==> config.mk <==
export PLATFORM = sky130hd
export DESIGN_NAME = mips32_run_ctrl
export DESIGN_NICKNAME = d
export VERILOG_FILES = /design/src/rtl/mips32_run_ctrl.sv
export SDC_FILE = /design/constraint.sdc
export NUM_CORES = 1
export LEC_CHECK = 0
export ABC_AREA = 1
export CELL_PAD_IN_SITES_DETAIL_PLACEMENT = 1
export CELL_PAD_IN_SITES_GLOBAL_PLACEMENT = 1
export CORE_UTILIZATION = 30
export DETAILED_ROUTE_END_ITERATION = 10
export PLACE_DENSITY_LB_ADDON = 0.25
export REMOVE_ABC_BUFFERS = 1
export SYNTH_ARGS = -nofsm -noshare
export SYNTH_HDL_FRONTEND = slang
export SYNTH_SLANG_ARGS = --single-unit
==> constraint.sdc <==
create_clock -name clk -period 2.4 [get_ports clk]
set_input_delay 0.24 -clock clk [delete_from_list [all_inputs] [get_ports clk]]
set_output_delay 0.24 -clock clk [all_outputs]
set_load 0.01 [all_outputs]
==> src/rtl/mips32_run_ctrl.sv <==
// mips32 run/load sequencer: imem programming, core reset/start,
// branch-flush bubbles, halt drain, watchdog and cycle counting.
module mips32_run_ctrl #(
   parameter int IMEM_DEPTH   = 1024,
   parameter int ADDR_W       = 10,
   parameter int DRAIN_CYCLES = 4,
   parameter int FLUSH_CYCLES = 2,
   parameter int MAX_CYCLES   = 0
) (
   input  logic              clk,
   input  logic              rst,
   input  logic              load_req,
   input  logic              start,
   input  logic              prog_valid,
   input  logic [31:0]       prog_data,
   input  logic              prog_last,
   output logic              prog_ready,
   output logic              imem_we,
   output logic [ADDR_W-1:0] imem_addr,
   output logic [31:0]       imem_wdata,
   input  logic              hlt,
   input  logic              br_taken,
   output logic              core_en,
   output logic              core_rst,
   output logic              flush,
   output logic              busy,
   output logic              done,
   output logic              err,
   output logic [ADDR_W:0]   load_words,
   output logic [31:0]       cycle_count
);

   localparam int DW = (DRAIN_CYCLES > 1) ? $clog2(DRAIN_CYCLES) : 1;
   localparam int FW = $clog2(FLUSH_CYCLES + 1);
   localparam logic [DW-1:0] DRAIN_INIT = DW'(DRAIN_CYCLES - 1);
   localparam logic [FW-1:0] FLUSH_INIT = FW'(FLUSH_CYCLES);
   localparam logic [ADDR_W:0] LAST_W = (ADDR_W + 1)'(IMEM_DEPTH - 1);
   localparam logic [ADDR_W:0] FULL_W = (ADDR_W + 1)'(IMEM_DEPTH);
   localparam logic WD_EN = (MAX_CYCLES != 0);
   localparam logic [31:0] WD_LIM = 32'(MAX_CYCLES - 1);

   typedef enum logic [2:0] {
      S_IDLE,
      S_LOAD,
      S_CLEAR,
      S_RUN,
      S_DRAIN,
      S_HALTED
   } state_t;

   state_t state_q, state_d;
   logic [ADDR_W:0] wcnt_q, wcnt_d;
   logic [ADDR_W:0] lwords_q, lwords_d;
   logic [31:0] cyc_q, cyc_d;
   logic [FW-1:0] fcnt_q, fcnt_d;
   logic [DW-1:0] dcnt_q, dcnt_d;
   logic err_q, err_d;

   logic accept;
   logic wd_hit;
   logic [31:0] cyc_inc;

   assign accept  = (state_q == S_LOAD) & prog_valid;
   assign wd_hit  = WD_EN & (cyc_q == WD_LIM);
   assign cyc_inc = (&cyc_q) ? cyc_q : cyc_q + 32'd1;

   // Outputs decoded from state; imem write port follows the accept.
   assign prog_ready  = (state_q == S_LOAD);
   assign imem_we     = accept;
   assign imem_addr   = accept ? wcnt_q[ADDR_W-1:0] : '0;
   assign imem_wdata  = accept ? prog_data : '0;
   assign core_en     = (state_q == S_RUN) | (state_q == S_DRAIN);
   assign core_rst    = (state_q == S_CLEAR);
   assign flush       = (state_q == S_DRAIN) |
                        ((state_q == S_RUN) & (fcnt_q != '0));
   assign busy        = (state_q == S_LOAD) | (state_q == S_CLEAR) |
                        (state_q == S_RUN) | (state_q == S_DRAIN);
   assign done        = (state_q == S_HALTED);
   assign err         = err_q;
   assign load_words  = lwords_q;
   assign cycle_count = cyc_q;

   // Next-state and counter updates.
   always_comb begin
      state_d  = state_q;
      wcnt_d   = wcnt_q;
      lwords_d = lwords_q;
      cyc_d    = cyc_q;
      fcnt_d   = fcnt_q;
      dcnt_d   = dcnt_q;
      err_d    = err_q;
      unique case (state_q)
         S_IDLE, S_HALTED: begin
            if (load_req) begin
               state_d = S_LOAD;
               wcnt_d  = '0;
               err_d   = 1'b0;
            end else if (start) begin
               state_d = S_CLEAR;
               err_d   = 1'b0;
            end
         end
         S_LOAD: begin
            if (accept) begin
               wcnt_d = wcnt_q + 1'b1;
               if (prog_last) begin
                  lwords_d = wcnt_q + 1'b1;
                  state_d  = S_IDLE;
               end else if (wcnt_q == LAST_W) begin
                  lwords_d = FULL_W;
                  err_d    = 1'b1;
                  state_d  = S_IDLE;
               end
            end
         end
         S_CLEAR: begin
            cyc_d   = '0;
            fcnt_d  = '0;
            state_d = S_RUN;
         end
         S_RUN: begin
            cyc_d = cyc_inc;
            if (fcnt_q != '0) fcnt_d = fcnt_q - 1'b1;
            if (wd_hit) begin
               err_d   = 1'b1;
               state_d = S_HALTED;
            end else if (hlt) begin
               dcnt_d  = DRAIN_INIT;
               state_d = S_DRAIN;
            end else if (br_taken) begin
               fcnt_d = FLUSH_INIT;
            end
         end
         S_DRAIN: begin
            cyc_d = cyc_inc;
            if (wd_hit) begin
               err_d   = 1'b1;
               state_d = S_HALTED;
            end else if (dcnt_q == '0) begin
               state_d = S_HALTED;
            end else begin
               dcnt_d = dcnt_q - 1'b1;
            end
         end
         default: state_d = S_IDLE;
      endcase
   end

   // State and counter registers with synchronous reset.
   always_ff @(posedge clk) begin
      if (rst) begin
         state_q  <= S_IDLE;
         wcnt_q   <= '0;
         lwords_q <= '0;
         cyc_q    <= '0;
         fcnt_q   <= '0;
         dcnt_q   <= '0;
         err_q    <= 1'b0;
      end else begin
         state_q  <= state_d;
         wcnt_q   <= wcnt_d;
         lwords_q <= lwords_d;
         cyc_q    <= cyc_d;
         fcnt_q   <= fcnt_d;
         dcnt_q   <= dcnt_d;
         err_q    <= err_d;
      end
   end

endmodule

Word-level counts from Yosys, hierarchy flattened
Index checks and enable logic that the tools add are counted.

Flip-flop bits (word level): 62. Input port bits: 40. Output and inout port bits: 93. Word-level logic and storage cells: 81.

Add/subtract/negate cells: 4. Equality and inequality tests: 16. Muxes and demuxes: 30. Bitwise operators: 7. Reduce and logical (&&, ||, !) cells: 17.

Operator list (number): $mux W32 (2); $pmux W32 S2 (1); $mux W11 (4); $add A32 B1 Y32 const B (1); $reduce_and A32 Y1 (1); $pmux W11 S2 (1); $mux W3 (7); $pmux W3 S5 (1); $reduce_bool A2 Y1 (6); $add A11 B1 Y11 const B (1); $eq A11 B10 Y1 const B (1); $mux W10 (1); $mux W2 (5); $ne A2 B2 Y1 const B (5); $reduce_and A5 Y1 (2); $reduce_and A3 Y1 (3); $pmux W2 S2 (2); $eq A3 B2 Y1 const B (2); $eq A3 B3 Y1 const B (2); $ne A2 B1 Y1 const B (3); $mux W1 (5); $or A1 B1 Y1 (5); $reduce_or A2 Y1 (2); $sub A2 B1 Y2 const B (2); 8 further kinds (9).

Logic depth before layout (Yosys ltp)
Depth in word-level cells: 5. Mapped depth: 12. Gate-level depth less buffers: 11.

Least setup slack after synthesis
No wires, ideal clock.

Kind: reg2reg. Start point: reg cyc_q[1], in the netlist cycle_count[1]. End point: reg cyc_q[20], in the netlist cycle_count[20]. Setup time: 0.109 ns. Data arrival time: 1.609 ns. Data required time: 2.291 ns. Setup slack: 0.682 ns. Cell stages (with the launch flop): 12. Path buffers: 1. Period minus slack after synthesis: 1.718 ns. Path through: dfxtp_1 -> ha_1 -> nand2_1 -> nor2_2 -> nand2_4 -> nor2_4 -> nand3_4 -> buf_6 -> nand3b_1 -> nand2_1 -> nand2_1 -> inv_1.

Cells in the longest elaborated chain, start to end: 3. Elaborated cells between the ends (all ways): 6. Those cells by class: 1 x add/sub; 1 x eq/ne; 2 x mux; 2 x reduce/logical.

Ends and longest elaborated chain: start: declaration (line 54) `logic [31:0] cyc_q, cyc_d;`; start signal: assignment (line 163) `cyc_q <= cyc_d;`; $add A32 B1 Y32 / $reduce_and A32 Y1 (equally long branches) (line 65) `assign cyc_inc = (&cyc_q) ? cyc_q : cyc_q + 32'd1;`; $mux W32 / $ne A2 B2 Y1 (equally long branches); $pmux W32 S2 / $reduce_and A2 Y1 (equally long branches).

Several ways; a longest one is shown, not always the timed one. The select of a mux whose other input is x is not followed. A chain may end at the register's enable or synchronous reset.

Worst setup path after layout
Start point: reg state_q[1]. End point: out imem_addr[9].

Cells in the longest elaborated chain, start to end: 3.

Ends and longest elaborated chain: start: declaration (line 51) `state_t state_q, state_d;`; start signal: assignment (line 160) `state_q <= state_d;`; $eq A3 B1 Y1 (line 63) `assign accept = (state_q == S_LOAD) & prog_valid;`; $and A1 B1 Y1 (line 63); $mux W10 (line 70) `assign imem_addr = accept ? wcnt_q[ADDR_W-1:0] : '0;`; end: declaration (line 19) `output logic [ADDR_W-1:0] imem_addr,`.

Every way passes these cells.

==> flow_metrics.env <==
export IMPL_hold_critical_path_endpoint="load_words[5]$_SDFFE_PP0P_"
export IMPL_final_setup_viol_count=0
export IMPL_final_max_slew_viols=0
export IMPL_layout_cells_most_common="sky130_fd_sc_hd__nand2_1"
export IMPL_sum_of_negative_setup_slack_ns=0
export IMPL_synth_largest_type_area_fraction=0.301
export IMPL_async_reset_ff_frac=0
export IMPL_global_route_overflow_total=0
export IMPL_hold_path_startpoint="load_words[5]$_SDFFE_PP0P_"
export IMPL_max_cap_viol_count=0
export IMPL_synth_cells=715
export IMPL_clock_fmax_mhz=452
export IMPL_hold_depth=2
export IMPL_timing_final_hold_violations=0
export IMPL_worst_r2r_endpoint="cycle_count[20]$_SDFFE_PP0P_"
export IMPL_drtAntennaViolNets=0
export IMPL_setup_repair_after_global_routing_missed_its_margin="no"
export IMPL_grt_first_pass_wirelength_um=24800
export IMPL_post_drt_wl_per_cell_um=14.5
export IMPL_setup_worst_path_start_class="flop"
export IMPL_floorplan_die_height_um=119
export IMPL_p_total_mw=3.88
export IMPL_yosys_cell_types_count=29
export IMPL_worst_pin_slew_ns=0.882
export IMPL_synth_seq_area_share=0.301
export IMPL_num_vias=4849
export IMPL_route_detailed_drc=0
export IMPL_yosys_register_bits=62
export IMPL_dr_pass1_iters=4
export IMPL_numPortBuffers=132
export IMPL_nNetsFinal=890
export IMPL_pin_count_of_the_biggest_net_entering_global_routing=44
export IMPL_worst_slew_margin_rel=0.411
export IMPL_clock_sink_count=62
export IMPL_final_period_minus_worst_setup_slack_ns=2.21
export IMPL_grt_antenna_before_repair=0
export IMPL_wl_um=14900
export IMPL_synth_main_ff_cell="sky130_fd_sc_hd__dfxtp_1"
export IMPL_cellLeakagePower_nw=2.30
export IMPL_power_per_cell_area_mw_per_mm2=658
export IMPL_filler_cell_count=1810
export IMPL_dp_hpwl_um=11500
export IMPL_cts_max_level=3
export IMPL_layout_common_cells="225 x sky130_fd_sc_hd__nand2_1, 131 x sky130_fd_sc_hd__clkdlybuf4s50_1, 127 x sky130_fd_sc_hd__nor2_1, 107 x sky130_fd_sc_hd__inv_1, 61 x sky130_fd_sc_hd__dfxtp_1"
export IMPL_tritoncts="done"
export IMPL_n_antenna_cell=0
export IMPL_numCtsBuffers=9
export IMPL_gp_routability_congestion=0.835
export IMPL_maximum_fanout_encountered_on_the_critical_timing_path=43
export IMPL_critical_path_required_ns=2.16
export IMPL_horiz_die_dim_um=119
export IMPL_finalClockSkew_ns=0.00862
export IMPL_max_vdd_ir_drop_v=0.000379
export IMPL_reg2regPathDepth=11
export IMPL_synth_area_leaders="sky130_fd_sc_hd__dfxtp_1 30%, sky130_fd_sc_hd__nand2_1 21%, sky130_fd_sc_hd__nor2_1 12%"
export IMPL_hp_class="flop to flop"
export IMPL_netlist_area_mm2=0.00413
export IMPL_dieArea_mm2=0.0142
export IMPL_min_period_over_period=0.923
export IMPL_synth_enable_flop_cells=0
export IMPL_setup_worst_path_class="flop to output port"
export IMPL_route_detailed_vias_per_inst=4.72
export IMPL_worst_r2r_setup_slack_ns=0.24
export IMPL_core_rowCount=42
export IMPL_layout_area_overhead_vs_synth_pct=42.8
export IMPL_insertion_delay_ns=0.34
export IMPL_syn_area_per_cell_um2=5.77
export IMPL_grt_util_all_layers=0.219
export IMPL_cts_path_max_buffers=2
export IMPL_ys_warn_count=0
export IMPL_synth_largest_area_cell="sky130_fd_sc_hd__dfxtp_1"
export IMPL_layout_drive_gt1_share=0.0646
export IMPL_run_status="finished clean"
export IMPL_vias_in_the_first_global_route=5133
export IMPL_end_kind="output port"
export IMPL_ios=133
export IMPL_clk_pin_slew_ns=0.06
export IMPL_cts_root_buffer="sky130_fd_sc_hd__clkbuf_16"
export IMPL_initial_core_utilization=0.309
export IMPL_drt_iter0_markers=203
export IMPL_rr_startpoint="cycle_count[0]$_SDFFE_PP0P_"
export IMPL_data_arrival_time_of_the_critical_path_ns=1.97
export IMPL_core_region_area_mm2=0.0133
[flip-flops by register name, summed over array words and instances (netlist names)]
register and cells:
err 1, load_words 11, dcnt_q 2, state_q 3, wcnt_q 11, fcnt_q 2, cycle_count 32
[cell families (layout without fill, tap and decap cells)]
kind of cell / count (synthesis) / after routing / synth area share
fa+ha+maj: 3 / 3 / 0.00909
compound gates: 63 / 63 / 0.0782
simple gates: 452 / 452 / 0.472
xor+xnor: 6 / 6 / 0.0127
flops: 62 / 62 / 0.301
buf+inv: 129 / 266 / 0.128
[worst max-delay path by stage]
stage,startpoint,to,cells after the start
after CTS,state_q[0]$_SDFFE_PP0P_,imem_wdata[25],7
final,state_q[1]$_SDFFE_PP0P_,imem_addr[9],8
after floorplan,cycle_count[1]$_SDFFE_PP0P_,cycle_count[24]$_SDFFE_PP0P_,9
after detailed placement,prog_valid,imem_wdata[25],6
after global routing,state_q[1]$_SDFFE_PP0P_,imem_wdata[23],8
after global placement,prog_valid,imem_wdata[5],6
[cells in the mapped netlist (2+ instances only)]
cell	count
sky130_fd_sc_hd__a21oi_1	47
sky130_fd_sc_hd__nor3_1	2
sky130_fd_sc_hd__nor2_4	5
sky130_fd_sc_hd__nand2_4	3
sky130_fd_sc_hd__nand2_1	226
sky130_fd_sc_hd__ha_1	3
sky130_fd_sc_hd__nor2_1	127
sky130_fd_sc_hd__buf_6	4
sky130_fd_sc_hd__xor2_1	6
sky130_fd_sc_hd__inv_2	4
sky130_fd_sc_hd__o21ai_0	12
sky130_fd_sc_hd__nand2_2	2
sky130_fd_sc_hd__nand3b_1	7
sky130_fd_sc_hd__buf_4	3
sky130_fd_sc_hd__nand4_1	3
sky130_fd_sc_hd__nor2_2	6
sky130_fd_sc_hd__or2_2	7
sky130_fd_sc_hd__inv_1	107
sky130_fd_sc_hd__dfxtp_1	62
sky130_fd_sc_hd__nand3_1	60
sky130_fd_sc_hd__clkbuf_1	10
sky130_fd_sc_hd__nand3_2	2
[layout make-up]
cell class                 instances  area [µm²]  area share
sequential                        62        1240       0.211
multi-input combinational        524        2360       0.401
clock inverter                     6        38.8     0.00658
tap                              176         220      0.0374
clock buffer                      10         229      0.0388
timing repair buffer             139        1380       0.233
inverter                         111         424      0.0720
[per-stage QoR]
step	hold slack [ns]	cells	util	setup WS (ns)	instance area, µm²
floorplan	0.309	697	-	0.611	4020
global placement	0.435	1012	0.421	0.196	5610
detailed placement	0.457	1012	0.421	0.0854	5610
CTS	0.466	1028	0.441	0.0675	5890
global route	0.493	1028	0.442	0.0198	5890
finish	0.464	1028	0.442	0.186	5890
[worst max-delay path, stage by stage, from the launching register on]
cell and delay [ns]:
sky130_fd_sc_hd__dfxtp_1 0.36, sky130_fd_sc_hd__inv_1 0.09, sky130_fd_sc_hd__nand2_1 0.10, sky130_fd_sc_hd__inv_1 0.09, sky130_fd_sc_hd__nand2_2 0.09, sky130_fd_sc_hd__nor2_8 0.13
sky130_fd_sc_hd__inv_8 0.11, sky130_fd_sc_hd__nor2_1 0.12, sky130_fd_sc_hd__clkdlybuf4s50_1 0.55
[power breakdown]
group	internal, mW	leakage (nW)	switching [mW]
sequential	1.08	0.501	0.0612
combinational	0.544	1.67	0.993
clock	0.694	0.128	0.499
total	2.32	2.30	1.55
[per-layer routing]
layer | part of all wire | track usage | up-vias
met1 | 0.41 | 0.236 | 2261
li1 | - | - | 2444
met4 | 0.012 | 0.0563 | 0
met3 | 0.054 | 0.0465 | 16
met2 | 0.53 | 0.427 | 128
met5 | 0 | 0 | -
[timing repair]
item / CTS / global route
hold buffers: 0 / 0
setup endpoints to repair: 42 / 45
buffers inserted: 0 / 0
gates resized for setup: 2 / 4
gates cloned: 0 / 0
hold endpoints to repair: 0 / 0
No activity file was read; power rests on OpenSTA's default activity.
==> RTL change, RTL diff (same settings) <==
`lwords_q` no longer has a reset.
--- a/src/rtl/mips32_run_ctrl.sv
+++ b/src/rtl/mips32_run_ctrl.sv
@@ -152,5 +152,4 @@
          state_q  <= S_IDLE;
          wcnt_q   <= '0;
-         lwords_q <= '0;
          cyc_q    <= '0;
          fcnt_q   <= '0;
@@ -160,5 +159,4 @@
          state_q  <= state_d;
          wcnt_q   <= wcnt_d;
-         lwords_q <= lwords_d;
          cyc_q    <= cyc_d;
          fcnt_q   <= fcnt_d;
@@ -168,4 +166,8 @@
    end
 
+   always_ff @(posedge clk) begin
+      lwords_q <= lwords_d;
+   end
+
 endmodule
 
Behaviour: differs if rst is asserted again (counterexample within 4 cycles, from zero or initial values and one cycle with rst high); with rst held inactive, the same outputs for 4 cycles.
==> RTL change against the unedited design <==
- hold slack got worse by 0.0062 ns
- power grew 2.1%
- synthesized area increased by 0.97%
- count of clock-buffer cells in the layout increased by 2
- worst setup slack worse by 0.044 ns
- maximum frequency down 2.0%
- clock power grew 8%
- synthesized cell count is 0.84% lower
- via count increased by 0.93%
- design area is 2.0% higher
- sequential cell count is the same
- routed wire length shrank 0.76%
==> RTL change: results (changes against the unedited design) <==
The sequential cell area fraction in the yosys report is 32.4% (was 30.1%). The fraction of layout instances using a drive strength above 1 came out at 6.92% (was 6.46%). The adder-cell share of the synthesized area is 0.900% (was 0.909%). The placer's final routability congestion estimate came out at 0.868 (was 0.835). The maximum number of pins on one net before global-route repair came out at 46 (was 44). Result of the run: complete, no violations (unchanged).

Synth top cells by count: sky130_fd_sc_hd__nand2_1 (204), sky130_fd_sc_hd__nor2_1 (138), sky130_fd_sc_hd__inv_1 (115), sky130_fd_sc_hd__nand3_1 (60), sky130_fd_sc_hd__dfxtp_1 (51) (was sky130_fd_sc_hd__nand2_1 (226), sky130_fd_sc_hd__nor2_1 (127), sky130_fd_sc_hd__inv_1 (107), sky130_fd_sc_hd__dfxtp_1 (62), sky130_fd_sc_hd__nand3_1 (60)). The post-synthesis compound-gate area fraction came out at 7.08% (was 7.82%). The number of different library cells in the post-synthesis netlist came out at 32 (was 29). The signal arrival time at the worst endpoint is 2.02 ns (was 1.97 ns). The worst-case setup slack after placement came out at 0.359 ns (was 0.0854 ns). The number of global-route vias before repair came out at 5,124 (was 5,133). The number of synthesized flops with an enable pin is 11 (was 0). The violation count after the first detailed-routing iteration came out at 148 (was 203). Cells taking the most area after synthesis: sky130_fd_sc_hd__dfxtp_1 (24%), sky130_fd_sc_hd__nand2_1 (18%), sky130_fd_sc_hd__nor2_1 (12%) (was sky130_fd_sc_hd__dfxtp_1 (30%), sky130_fd_sc_hd__nand2_1 (21%), sky130_fd_sc_hd__nor2_1 (12%)). The post-detailed-placement half-perimeter wirelength is 11,500 um (about the same).

The origin of the critical flop-to-flop path is cycle_count[1] (was cycle_count[0]). The portion of total power attributed to sequential cells came out at 31.0% (was 29.6%). The number of optimization iterations in the first detailed-route pass came out at 5 (was 4). The standby leakage power came to 2.40 nW (was 2.30 nW). The number of buffers added by the clock tree synthesis step is 9 (unchanged). The peak supply drop was 0.328 mV (was 0.379 mV).

The part of the power in the clock network was 32.3% (was 30.8%). The largest driver fanout on the critical path is 45 (was 43). The final setup skew is 0.00755 ns (was 0.00862 ns). The overall global routing resource usage is 21.2% (was 21.9%). The worst relative slew slack is 57.4% (was 41.1%). The longest individual stage delay on the worst path is 0.57 ns (was 0.55 ns). The net switching fraction of the power came out at 36.4% (was 40.1%). The wire length of the first global-routing pass came out at 24,200 um (was 24,800 um). The XOR/XNOR share of the synthesized area came out at 1.26% (was 1.27%). The number of vias in the routed layout is 4,894 (was 4,849). The startpoint of the most critical hold path is dcnt_q[0] (was load_words[5]). The final routed wire length divided by cell count is 14.4 um (was 14.5 um).
==> RTL change: changes by cell type after synthesis, sizes merged, moves of 2 or more <==
cell	unedited run	this run
nand2	231	213
dfxtp	62	51
edfxtp	0	11
inv	111	119
nor2	139	145
a21oi	47	42
nand3b	7	3
nand4	3	7
buf	8	11
clkbuf	10	7
nor3	2	4
==> RTL change: final cells by class <==
type / count / area, um^2
Multi-Input combinational cell: 509 / 2270
Timing Repair Buffer: 145 / 1430
Sequential cell: 62 / 1350
Inverter: 120 / 454
Clock buffer: 12 / 236
Fill cell: 1785 / 7390
Tap cell: 176 / 220
Clock inverter: 4 / 48.8
==> RTL change: path summary, 6_finish.rpt <==
kind / depth (start not counted) / endpoint / slack, ns
min reg2reg: 1 / dcnt_q[0] / 0.46
max reg2reg: 9 / cycle_count[16] / 0.42
min: 1 / dcnt_q[0] / 0.46
max: 7 / imem_addr[3] / 0.14
==> RTL change: metrics by stage <==
stage / area [um^2] / std cells / total power [mW] / utilization (%) / hold slack (ns)
floorplan: 4070 / 691 / 2.00 / - / 0.302
global placement: 5720 / 1012 / 2.66 / 42.7 / 0.436
detailed placement: 5720 / 1012 / 2.71 / 42.7 / 0.458
CTS: 6010 / 1028 / 4.00 / 44.8 / 0.465
global route: 6010 / 1028 / 4.19 / 44.9 / 0.477
finish: 6010 / 1028 / 3.96 / 44.9 / 0.457
==> RTL change: layer usage <==
layer  vias up  wire, um  track usage [%]  part of all wire [%]
met5         -         0                0                     0
li1       2449         -                -                     -
met2       159      7340             38.7                    50
met1      2264      6070             23.3                    41
met3        22      1080             5.89                   7.3
met4         0       270             7.34                   1.8
==> RTL change: repair_timing <==
action,4_1_cts,5_1_grt
hold buffers,0,0
endpoints found under the setup margin,0,3
gates resized for setup,0,3
